### src/rtl/pc_unit.sv
// OTTER program counter: next-PC source select, misaligned target reject,
// and a circular trace of previously committed PC values.
module pc_unit #(
    parameter int                 WIDTH       = 32,
    parameter logic [WIDTH-1:0]   RESET_VEC   = '0,
    parameter int                 INC         = 4,
    parameter int                 ALIGN_BITS  = 2,
    parameter int                 TRACE_DEPTH = 8,
    localparam int                IDX_W       = $clog2(TRACE_DEPTH),
    localparam int                CNT_W       = IDX_W + 1
) (
    input  logic             CLK,
    input  logic             RESET,
    input  logic             PC_WRITE,
    input  logic [2:0]       PC_SEL,
    input  logic [WIDTH-1:0] JALR,
    input  logic [WIDTH-1:0] BRANCH,
    input  logic [WIDTH-1:0] JAL,
    input  logic [WIDTH-1:0] MTVEC,
    input  logic [WIDTH-1:0] MEPC,
    input  logic             INTR_TAKEN,
    output logic [WIDTH-1:0] PC,
    output logic [WIDTH-1:0] PC_NEXT_SEQ,
    output logic             MISALIGN,
    output logic [WIDTH-1:0] BAD_ADDR,
    input  logic [IDX_W-1:0] TRACE_IDX,
    output logic [WIDTH-1:0] TRACE_DATA,
    output logic [CNT_W-1:0] TRACE_COUNT
);

    localparam logic [2:0] SEL_SEQ    = 3'd0;
    localparam logic [2:0] SEL_JALR   = 3'd1;
    localparam logic [2:0] SEL_BRANCH = 3'd2;
    localparam logic [2:0] SEL_JAL    = 3'd3;
    localparam logic [2:0] SEL_MTVEC  = 3'd4;
    localparam logic [2:0] SEL_MEPC   = 3'd5;

    localparam logic [CNT_W-1:0] CNT_FULL = CNT_W'(TRACE_DEPTH);

    logic [WIDTH-1:0] pc_q;
    logic [WIDTH-1:0] bad_q;
    logic             mis_q;
    logic [IDX_W-1:0] wptr_q;
    logic [CNT_W-1:0] cnt_q;
    logic [WIDTH-1:0] trace_mem [TRACE_DEPTH];

    logic [WIDTH-1:0] seq;
    logic [WIDTH-1:0] target;
    logic             target_bad;
    logic             commit;
    logic             reject;
    logic [IDX_W-1:0] rd_ptr;

    // Sequential fetch wraps modulo 2^WIDTH
    assign seq = pc_q + WIDTH'(INC);

    always_comb begin
        target = seq;
        if (INTR_TAKEN) begin
            target = MTVEC;
        end else begin
            unique case (PC_SEL)
                SEL_SEQ:    target = seq;
                SEL_JALR:   target = JALR;
                SEL_BRANCH: target = BRANCH;
                SEL_JAL:    target = JAL;
                SEL_MTVEC:  target = MTVEC;
                SEL_MEPC:   target = MEPC;
                default:    target = seq;
            endcase
        end
    end

    generate
        if (ALIGN_BITS == 0) begin : g_no_align
            assign target_bad = 1'b0;
        end else begin : g_align
            assign target_bad = |target[ALIGN_BITS-1:0];
        end
    endgenerate

    assign commit = PC_WRITE & ~target_bad;
    assign reject = PC_WRITE & target_bad;

    always_ff @(posedge CLK) begin
        if (RESET) begin
            pc_q   <= RESET_VEC;
            bad_q  <= '0;
            mis_q  <= 1'b0;
            wptr_q <= '0;
            cnt_q  <= '0;
        end else begin
            mis_q <= reject;
            if (reject) begin
                bad_q <= target;
            end
            if (commit) begin
                pc_q   <= target;
                wptr_q <= wptr_q + IDX_W'(1);
                if (cnt_q != CNT_FULL) begin
                    cnt_q <= cnt_q + CNT_W'(1);
                end
            end
        end
    end

    // Storage has no reset; validity is tracked by cnt_q alone
    always_ff @(posedge CLK) begin
        if (!RESET && commit) begin
            trace_mem[wptr_q] <= pc_q;
        end
    end

    // Index 0 is the newest entry; power-of-two depth makes the wrap free
    assign rd_ptr = wptr_q - IDX_W'(1) - TRACE_IDX;

    assign PC          = pc_q;
    assign PC_NEXT_SEQ = seq;
    assign MISALIGN    = mis_q;
    assign BAD_ADDR    = bad_q;
    assign TRACE_DATA  = trace_mem[rd_ptr];
    assign TRACE_COUNT = cnt_q;

endmodule

### config.mk
export PLATFORM = sky130hd
export DESIGN_NAME = pc_unit
export DESIGN_NICKNAME = d
export VERILOG_FILES = /design/src/rtl/pc_unit.sv
export SDC_FILE = /design/constraint.sdc
export NUM_CORES = 1
export LEC_CHECK = 0
export CELL_PAD_IN_SITES_DETAIL_PLACEMENT = 0
export CELL_PAD_IN_SITES_GLOBAL_PLACEMENT = 1
export CORE_ASPECT_RATIO = 0.7
export CORE_UTILIZATION = 25
export DETAILED_ROUTE_END_ITERATION = 10
export PLACE_DENSITY_LB_ADDON = 0.1
export SLEW_MARGIN = 15
export SYNTH_ARGS = -nofsm -noshare
export SYNTH_HDL_FRONTEND = slang
export SYNTH_SLANG_ARGS = --single-unit
### constraint.sdc
create_clock -name CLK -period 14.3 [get_ports CLK]
set_input_delay 2.86 -clock CLK [delete_from_list [all_inputs] [get_ports CLK]]
set_output_delay 2.86 -clock CLK [all_outputs]
set_load 0.01 [all_outputs]
==> results of run 1 <==
[cell usage in the layout (no fill, tap or decap), types with 24 or more instances in the layout]
cell and n:
mux4_2 64, a21oi_1 62, o21ai_0 50, buf_4 30, clkdlybuf4s50_1 299, edfxtp_1 256
inv_1 26, nor2_1 24, nand2_1 107, dfxtp_1 72, mux2_2 40, clkbuf_16 36
[cell families (layout without fill, tap and decap cells)]
| kind of cell | count (synthesis) | after routing | share of synthesized area |
|---|---|---|---|
| AND/OR/NAND/NOR | 238 | 238 | 0.0778 |
| AO/OA/AOI/OAI | 243 | 243 | 0.114 |
| XOR/XNOR | 23 | 23 | 0.0136 |
| flip-flops | 328 | 328 | 0.616 |
| buffers and inverters | 104 | 422 | 0.0291 |
| multiplexers | 128 | 128 | 0.144 |
| adder cells (fa/ha/maj) | 6 | 6 | 0.00558 |
[cell usage after synthesis (all sizes together) (5+ instances only)]
cell type,count
edfxtp,256
nand2,108
dfxtp,72
a21oi,64
mux4,64
o21ai,51
clkbuf,45
mux2,41
buf,31
nor2,29
inv,27
mux2i,23
a22o,21
nand3,18
nand4,13
xnor2,13
nand2b,12
nor2b,11
o221ai,11
nor4,10
xor2,10
a2bb2oi,9
a31oi,9
nor3,9
a21o,7
o211ai,7
a2bb2o,6
and2,6
or3,6
a22oi,5
a32oi,5
ha,5
[layout make-up]
cell class,instances,area [sq um],share of cell area
clock buffer,42,923,0.0463
sequential,328,9130,0.458
inverter,28,105,0.00527
multi-input combinational,638,5340,0.268
clock inverter,20,201,0.0101
tap,798,998,0.0501
timing repair buffer,332,3230,0.162
[report_power, final]
group | internal [uW] | switching, uW
Sequential | 1050 | 28.2
Combinational | 190 | 167
Clock | 506 | 392
[worst min-delay path: cells and delay by family, from the launching register on]
family	cells	cell delay [ns]
multiplexers	1	0.05
flip-flops	1	0.31
AND/OR/NAND/NOR	1	0.05
[flip-flops by register name, summed over array words and instances, names as in the netlist]
| signal | cells |
|---|---|
| BAD_ADDR | 32 |
| MISALIGN | 1 |
| PC | 32 |
| TRACE_COUNT | 4 |
| trace_mem | 256 |
| wptr_q | 3 |
[stage by stage]
stage / total power (uW) / hold WS (ns) / utilization / instance area, sq um
3_3_place_gp: 1460 / 0.444 / 0.322 / 18800
6_report: 2330 / 0.454 / 0.341 / 19900
4_1_cts: 2370 / 0.460 / 0.341 / 19900
5_1_grt: 2440 / 0.479 / 0.341 / 19900
3_5_place_dp: 1460 / 0.449 / 0.322 / 18800
2_1_floorplan: 1260 / 0.477 / - / 14800
[how the worst max path moves through the flow]
stage / start / end / depth (start not counted)
floorplan: TRACE_IDX[0] / TRACE_DATA[0] / 9
global placement: TRACE_IDX[0] / TRACE_DATA[29] / 11
detailed placement: TRACE_IDX[0] / TRACE_DATA[28] / 11
CTS: TRACE_IDX[0] / TRACE_DATA[28] / 11
global route: TRACE_IDX[0] / TRACE_DATA[28] / 11
finish: TRACE_IDX[0] / TRACE_DATA[28] / 11
[per-layer routing]
metal	wire [microns]	track usage	vias up	share of wire
met4	1060	0.0393	0	0.020
met3	1800	0.0252	64	0.034
met1	25000	0.244	5369	0.47
li1	-	-	4781	-
met2	25100	0.290	209	0.47
met5	0	0	-	0
==> flow_metrics.tcl, run 1 <==
set metrics [dict create \
    drive_above_1_share 0.159 \
    dp_hpwl_mm 35.3 \
    min_to "BAD_ADDR[5]$_SDFFE_PP0P_" \
    grt_start_max_net_pins 61 \
    crit_slowest_cell "buf_4" \
    vias 10400 \
    synth_cell_types 78 \
    cts_max_path_buffers 3 \
    cts.sinks 328 \
    place_inst 2124 \
    initial_core_util 0.254 \
    core_region_area_sq_um 58400 \
    crit_arrival_ns 6.41 \
    slew_headroom 0.293 \
    maxSlewViolCount 0 \
    ioPinCount 303 \
    fin_cells 2186 \
    gp_congestion 0.782 \
    worstSetupStartpointType "input pin" \
    ys_ff_latch 328 \
    worstPathCellList "clkdlybuf4s50_1 > inv_1 > ha_4 > inv_1 > fa_2 > xor2_1 > xnor2_2 > buf_4 > mux4_2 > mux2_2 > clkdlybuf4s50_1" \
    path_class "input pin to output port" \
    antenna_found_initial 0 \
    synth_top_area_share 0.519 \
    finalSetupViolations 0 \
    cp_max_fo 60 \
    grtUsageTotal 0.176 \
    pre_cts_slack_ns 5.04 \
    path_delay_family "buffers and inverters" \
    nets 1540 \
    worst-r2r-setup-slack_ns 10.89 \
    final_hold_viol_count 0 \
    post_cts_buffers 0 \
    dieHeight_microns 206 \
    pwr_density_cell_nw_per_um2 117 \
    synth_nets 1246 \
    portBuffers 302 \
    synth.area.top_cells "edfxtp_1 (52%), dfxtp_1 (9.7%), mux4_2 (9.7%), mux2_2 (3.0%), nand2_1 (2.7%)" \
    area_growth_pct 34.6 \
    fmax_ghz 0.108 \
    postCtsHoldBufs 0 \
    finalSetupTns_ns 0 \
    routedWlPerCell_microns 24.3 \
    synth_cells 1070 \
    syn_avg_cell_area_sq_um 13.8 \
    die_w_microns 293 \
    htree_levels 2 \
    ys.flop_type "edfxtp_1" \
    hold_path_class "flip-flop to flip-flop" \
    min-delay-start "BAD_ADDR[5]$_SDFFE_PP0P_" \
    r2r-start "PC[6]$_SDFFE_PP0P_" \
    maxCapViolations 0 \
    synth_top_cell_by_area "edfxtp_1" \
    rsz0062_at_grt "no" \
    cts_resized 0 \
    clock_latency_ns 0.53 \
    cp_num_buf_inv 5 \
    dr.first_iter.drc_count 697 \
    min_period_ns 9.27 \
    ant_nets 0 \
    status "finished clean" \
    reg2regPathDepth 6 \
    power_leakage_uw 0.00659 \
    finalClockSkew_ns 0.0188 \
    max_slew.worst_pin.slew_ns 1.06 \
    viasPerCell 4.77 \
    cts.clk_slew.worst_paths_ns 0.07 \
    wl_mm 53.0 \
    fillCellCount 5777 \
    cts_tree "built" \
    r2r_end "PC[28]$_SDFFE_PP0P_" \
    slowest_delay_ns 0.75 \
    cp-end-kind "output port" \
    holdPathStages 2 \
    drtPass1Iterations 6 \
    grt_pass1_vias 10800 \
    finalCritPeriodShare 0.648 \
    antennaDiodeCount 0 \
    grt_pass1_wl_mm 76.9 \
    drc 0 \
    yosysSeqAreaShare 0.616 \
    die_area_sq_um 60200 \
    crit_required_ns 11.44 \
    async_flop_share 0 \
    ir_drop_uv 75.8 \
    finalWorstSetupSlack_ns 5.03 \
    numCtsBuffers 36 \
    cts_root_buf "clkbuf_16" \
    grt_remaining_overflow 0 \
    rows 74 \
    synth-edff-count 256 \
    synth_area_sq_um 14800 \
    synth_warnings 0 \
]
No activity file was read; power rests on OpenSTA's default activity.
==> run 2: changes to the inputs <==
- clock period: 14.3 -> 8.8 ns (I/O delays scaled with it)
==> run 2 against run 1 <==
Clock power grew 70%. Hold slack gained 0.0051 ns. Total power grew 66%. Critical endpoint is now TRACE_DATA[23]. Via count shrank 0.29%. Highest routed layer unchanged. Wire length grew 1.1%. Flip-flop and latch count is the same. Clock-buffer cell count shrank 3. Sequential share of layout area shrank 0.21 points. Die area is the same. First-iteration DRC count shrank 8.8%.
==> flow_metrics.tcl, run 2 (synthesized netlist as in run 1, its figures left out) <==
set metrics [dict create \
    status "finished clean" \
    grtUsageTotal 0.176 \
    max_slew.worst_pin.slew_ns 1.03 \
    die_area_sq_um 60200 \
    gp_congestion 0.792 \
    drc 0 \
    hold_path_class "flip-flop to flip-flop" \
    p_switching_uw 972 \
    grt_pass1_wl_mm 76.6 \
    numCtsBuffers 36 \
    pwr_density_cell_nw_per_um2 193 \
    nets 1542 \
    viasPerCell 4.75 \
    antenna_found_initial 1 \
    initial_core_util 0.254 \
    min_period_ns 6.59 \
    worstSetupStartpointType "input pin" \
    power_uw 3860 \
    r2r-start "PC[5]$_SDFFE_PP0P_" \
    grt_remaining_overflow 0 \
    path_class "input pin to output port" \
    p_clk_frac 0.397 \
    cts.clk_slew.worst_paths_ns 0.06 \
    finalCritPeriodShare 0.749 \
    startpoint "TRACE_IDX[0]" \
    path_common_cell "clkdlybuf4s50_1" \
    cp-end-kind "output port" \
    die_w_microns 293 \
    intPower_uw 2890 \
    p_seq_frac 0.452 \
    fmax_ghz 0.152 \
    ir_drop_uv 104 \
    final_hold_viol_count 0 \
    rsz0062_at_grt "no" \
    wl_mm 53.6 \
    crit_slowest_cell "ha_4" \
    cp_max_fo 39 \
    largest_register_ff_count 256 \
    grt_pass1_vias 10700 \
    p_comb_frac 0.151 \
    dr.first_iter.drc_count 636 \
    drtPass1Iterations 4 \
    cts_resized 0 \
    crit_arrival_ns 4.83 \
    final_cell_mix "clkdlybuf4s50_1 (299), edfxtp_1 (256), nand2_1 (107)" \
    vias 10400 \
    cts_tree "built" \
    htree_levels 2 \
    cts.sinks 328 \
    worstPathCellList "clkdlybuf4s50_1 > inv_1 > ha_4 > buf_12 > mux4_2 > mux2_2 > clkdlybuf4s50_1" \
    grt_start_max_net_pins 65 \
    dieHeight_microns 206 \
    postCtsHoldBufs 0 \
    min-delay-start "BAD_ADDR[5]$_SDFFE_PP0P_" \
    core_region_area_sq_um 58400 \
    ioPinCount 303 \
    cts_root_buf "clkbuf_16" \
    finalSetupViolations 0 \
    slowest_delay_ns 0.81 \
    rows 74 \
    ant_nets 0 \
    finalClockSkew_ns 0.0241 \
    crit_required_ns 7.04 \
    portBuffers 302 \
    maxCapViolations 0 \
    final_common_cell "clkdlybuf4s50_1" \
    finalSetupTns_ns 0 \
    routedWlPerCell_microns 24.5 \
    drive_above_1_share 0.165 \
    top_register "trace_mem" \
    maxSlewViolCount 0 \
    slew_headroom 0.314 \
    antennaDiodeCount 0 \
    clock_latency_ns 0.53 \
    post_cts_buffers 0 \
    dp_hpwl_mm 36.8 \
    area_growth_pct 35.2 \
    cts_max_path_buffers 3 \
    power_leakage_uw 0.00663 \
    switching_share 0.252 \
]
run 2: routing by layer:
metal  vias up  GRT usage  routed length (microns)
met2       176      0.291                    25400
met1      5379      0.243                    25400
li1       4781          -                        -
met3        57     0.0287                     1780
met5         -          0                        0
met4         0     0.0372                      946
run 2: stage by stage:
stage,hold WS (ns),cell area [sq um],util,setup slack [ns],cells
CTS,0.464,20000,0.343,2.12,2189
floorplan,0.477,14800,-,2.18,1070
finish,0.460,20000,0.343,2.21,2189
global placement,0.445,18800,0.323,2.15,2126
global route,0.480,20000,0.343,2.01,2189
detailed placement,0.450,18800,0.323,2.13,2126
run 2: worst max-delay path: cells and delay by family:
kind / cells / cell delay (ns)
muxes: 2 / 0.83
adders and majority gates: 1 / 0.81
buffers and inverters: 4 / 1.32
run 2: final timing paths:
check	endpoint	slack (ns)	cells past startpoint
worst max-delay path	TRACE_DATA[23]	2.21	7
worst min-delay path	BAD_ADDR[5]$_SDFFE_PP0P_	0.46	2
worst max register to register	PC[28]$_SDFFE_PP0P_	5.38	6
worst min register to register	BAD_ADDR[5]$_SDFFE_PP0P_	0.46	2
run 2: cell type report:
cell class / count / area [sq um]
Timing Repair Buffer: 334 / 3270
Fill cell: 5739 / 38400
Clock inverter: 24 / 264
Clock buffer: 39 / 912
Multi-Input combinational cell: 638 / 5340
Inverter: 28 / 105
Sequential cell: 328 / 9130
Tap cell: 798 / 998
run 2: power by group through the flow:
stage / combinational, uW / sequential (uW) / clock [uW]
CTS: 597 / 1750 / 1590
finish: 584 / 1740 / 1530
detailed placement: 594 / 1780 / 0
global placement: 591 / 1780 / 0
global route: 627 / 1750 / 1640
floorplan: 281 / 1770 / 0
==> run 3: changes to the inputs <==
- clock period: 8.8 -> 6.85 ns (I/O delays scaled with it)
==> run 3 against run 2 <==
Core utilization down 0.077 points. Total power is 27% higher. Final area decreased by 0.22%. Critical path type unchanged. Wire length is 0.98% lower. Register-to-register slack worse by 1.9 ns. Highest routed layer unchanged. Clock-buffer cell count rose by 2. Largest cell class unchanged. Sequential share of layout area grew 0.10 points. Via count decreased by 1.2%. Clock skew is 0.0053 ns lower.
==> flow_metrics.tcl, run 3 (synthesized netlist as in run 1, its figures left out) <==
set metrics [dict create \
    numCtsBuffers 35 \
    pwr_density_cell_nw_per_um2 245 \
    path_delay_family "buffers and inverters" \
    cp_max_fo 64 \
    crit_slowest_cell "clkdlybuf4s50_1" \
    htree_levels 2 \
    slew_headroom 0.263 \
    drc 0 \
    p_comb_frac 0.155 \
    nets 1542 \
    dr.first_iter.drc_count 600 \
    min_period_ns 5.76 \
    largest_register_ff_count 256 \
    wl_mm 53.1 \
    antenna_found_initial 0 \
    hold_ws_ns 0.458 \
    cts_root_buf "clkbuf_16" \
    cts_resized 0 \
    hold_path_class "flip-flop to flip-flop" \
    power_leakage_uw 0.00661 \
    initial_core_util 0.254 \
    cp-end-kind "output port" \
    grt_start_max_net_pins 65 \
    fin_cells 2187 \
    cts_max_path_buffers 3 \
    worstSetupStartpointType "input pin" \
    dieHeight_microns 206 \
    top_register "trace_mem" \
    grtUsageTotal 0.174 \
    cts.clk_slew.worst_paths_ns 0.06 \
    ir_drop_uv 131 \
    finalSetupTns_ns 0 \
    final_hold_viol_count 0 \
    grt_pass1_wl_mm 76.1 \
    dp_hpwl_mm 36.4 \
    switching_share 0.245 \
    max_slew.worst_pin.slew_ns 1.10 \
    vias 10300 \
    fmax_ghz 0.174 \
    final_cell_mix "clkdlybuf4s50_1 (299), edfxtp_1 (256), nand2_1 (107)" \
    status "finished clean" \
    place_inst 2127 \
    cts_tree "built" \
    finalClockSkew_ns 0.0188 \
    slowest_delay_ns 0.50 \
    die_area_sq_um 60200 \
    final_common_cell "clkdlybuf4s50_1" \
    die_w_microns 293 \
    portBuffers 302 \
    finalCritPeriodShare 0.841 \
    worstPathCellList "clkdlybuf4s50_1 > inv_1 > ha_4 > inv_1 > fa_2 > xor2_1 > xnor2_2 > buf_12 > mux4_2 > mux2_2 > clkdlybuf4s50_1" \
    routedWlPerCell_microns 24.3 \
    crit_required_ns 5.48 \
    maxSlewViolCount 0 \
    path_class "input pin to output port" \
    gp_congestion 0.787 \
    post_cts_buffers 0 \
    grt_pass1_vias 10700 \
    postCtsHoldBufs 0 \
    p_seq_frac 0.458 \
    cp_num_buf_inv 5 \
    p_switching_uw 1200 \
    final_util 0.342 \
    p_clk_frac 0.387 \
    grt_remaining_overflow 0 \
    maxCapViolations 0 \
    rsz0062_at_grt "no" \
    intPower_uw 3690 \
    clock_latency_ns 0.52 \
    finalSetupViolations 0 \
    ant_nets 0 \
    drtPass1Iterations 5 \
    viasPerCell 4.70 \
    cts.sinks 328 \
    area_growth_pct 34.9 \
    crit_arrival_ns 4.39 \
    rows 74 \
    ioPinCount 303 \
    drive_above_1_share 0.160 \
    core_region_area_sq_um 58400 \
]
run 3: worst paths after layout:
kind	from	to	slack, ns	cells past startpoint
setup / recovery	TRACE_IDX[0]	TRACE_DATA[29]	1.09	11
hold / removal	BAD_ADDR[9]$_SDFFE_PP0P_	BAD_ADDR[9]$_SDFFE_PP0P_	0.46	2
setup reg to reg	PC[6]$_SDFFE_PP0P_	BAD_ADDR[28]$_SDFFE_PP0P_	3.51	6
hold reg to reg	BAD_ADDR[9]$_SDFFE_PP0P_	BAD_ADDR[9]$_SDFFE_PP0P_	0.46	2
run 3: power groups by stage:
stage	sequential, uW	clock [uW]	combinational, uW
final	2240	1890	755
after global routing	2250	2020	812
after CTS	2240	1960	772
after detailed placement	2290	0	768
after global placement	2280	0	767
after floorplan	2270	0	361
run 3: metal layers:
layer / GRT usage / wire, microns / part of all wire
met3: 0.0234 / 1780 / 0.033
met5: 0 / 0 / 0
met1: 0.246 / 25300 / 0.48
met4: 0.0441 / 1200 / 0.023
met2: 0.282 / 24800 / 0.47
run 3: cell type report:
class	instances	area, sq um
clock inverter	18	204
clock buffer	41	908
tap	798	998
timing repair buffer	335	3290
fill	5765	38400
multi-input combinational	638	5340
inverter	28	105
antenna	1	2.50
sequential	328	9130
run 3: tightest hold or removal path: stages, from the launching register on:
cell     delay, ns
dfxtp_1       0.31
nand2_1       0.05
o21ai_0       0.05
run 3: metrics by stage:
stage,setup WS (ns),instance area [sq um],total power (uW)
6_report,1.09,20000,4890
4_1_cts,1.07,20000,4970
2_1_floorplan,0.617,14800,2630
3_5_place_dp,1.09,18900,3050
5_1_grt,0.969,20000,5080
3_3_place_gp,1.07,18900,3050
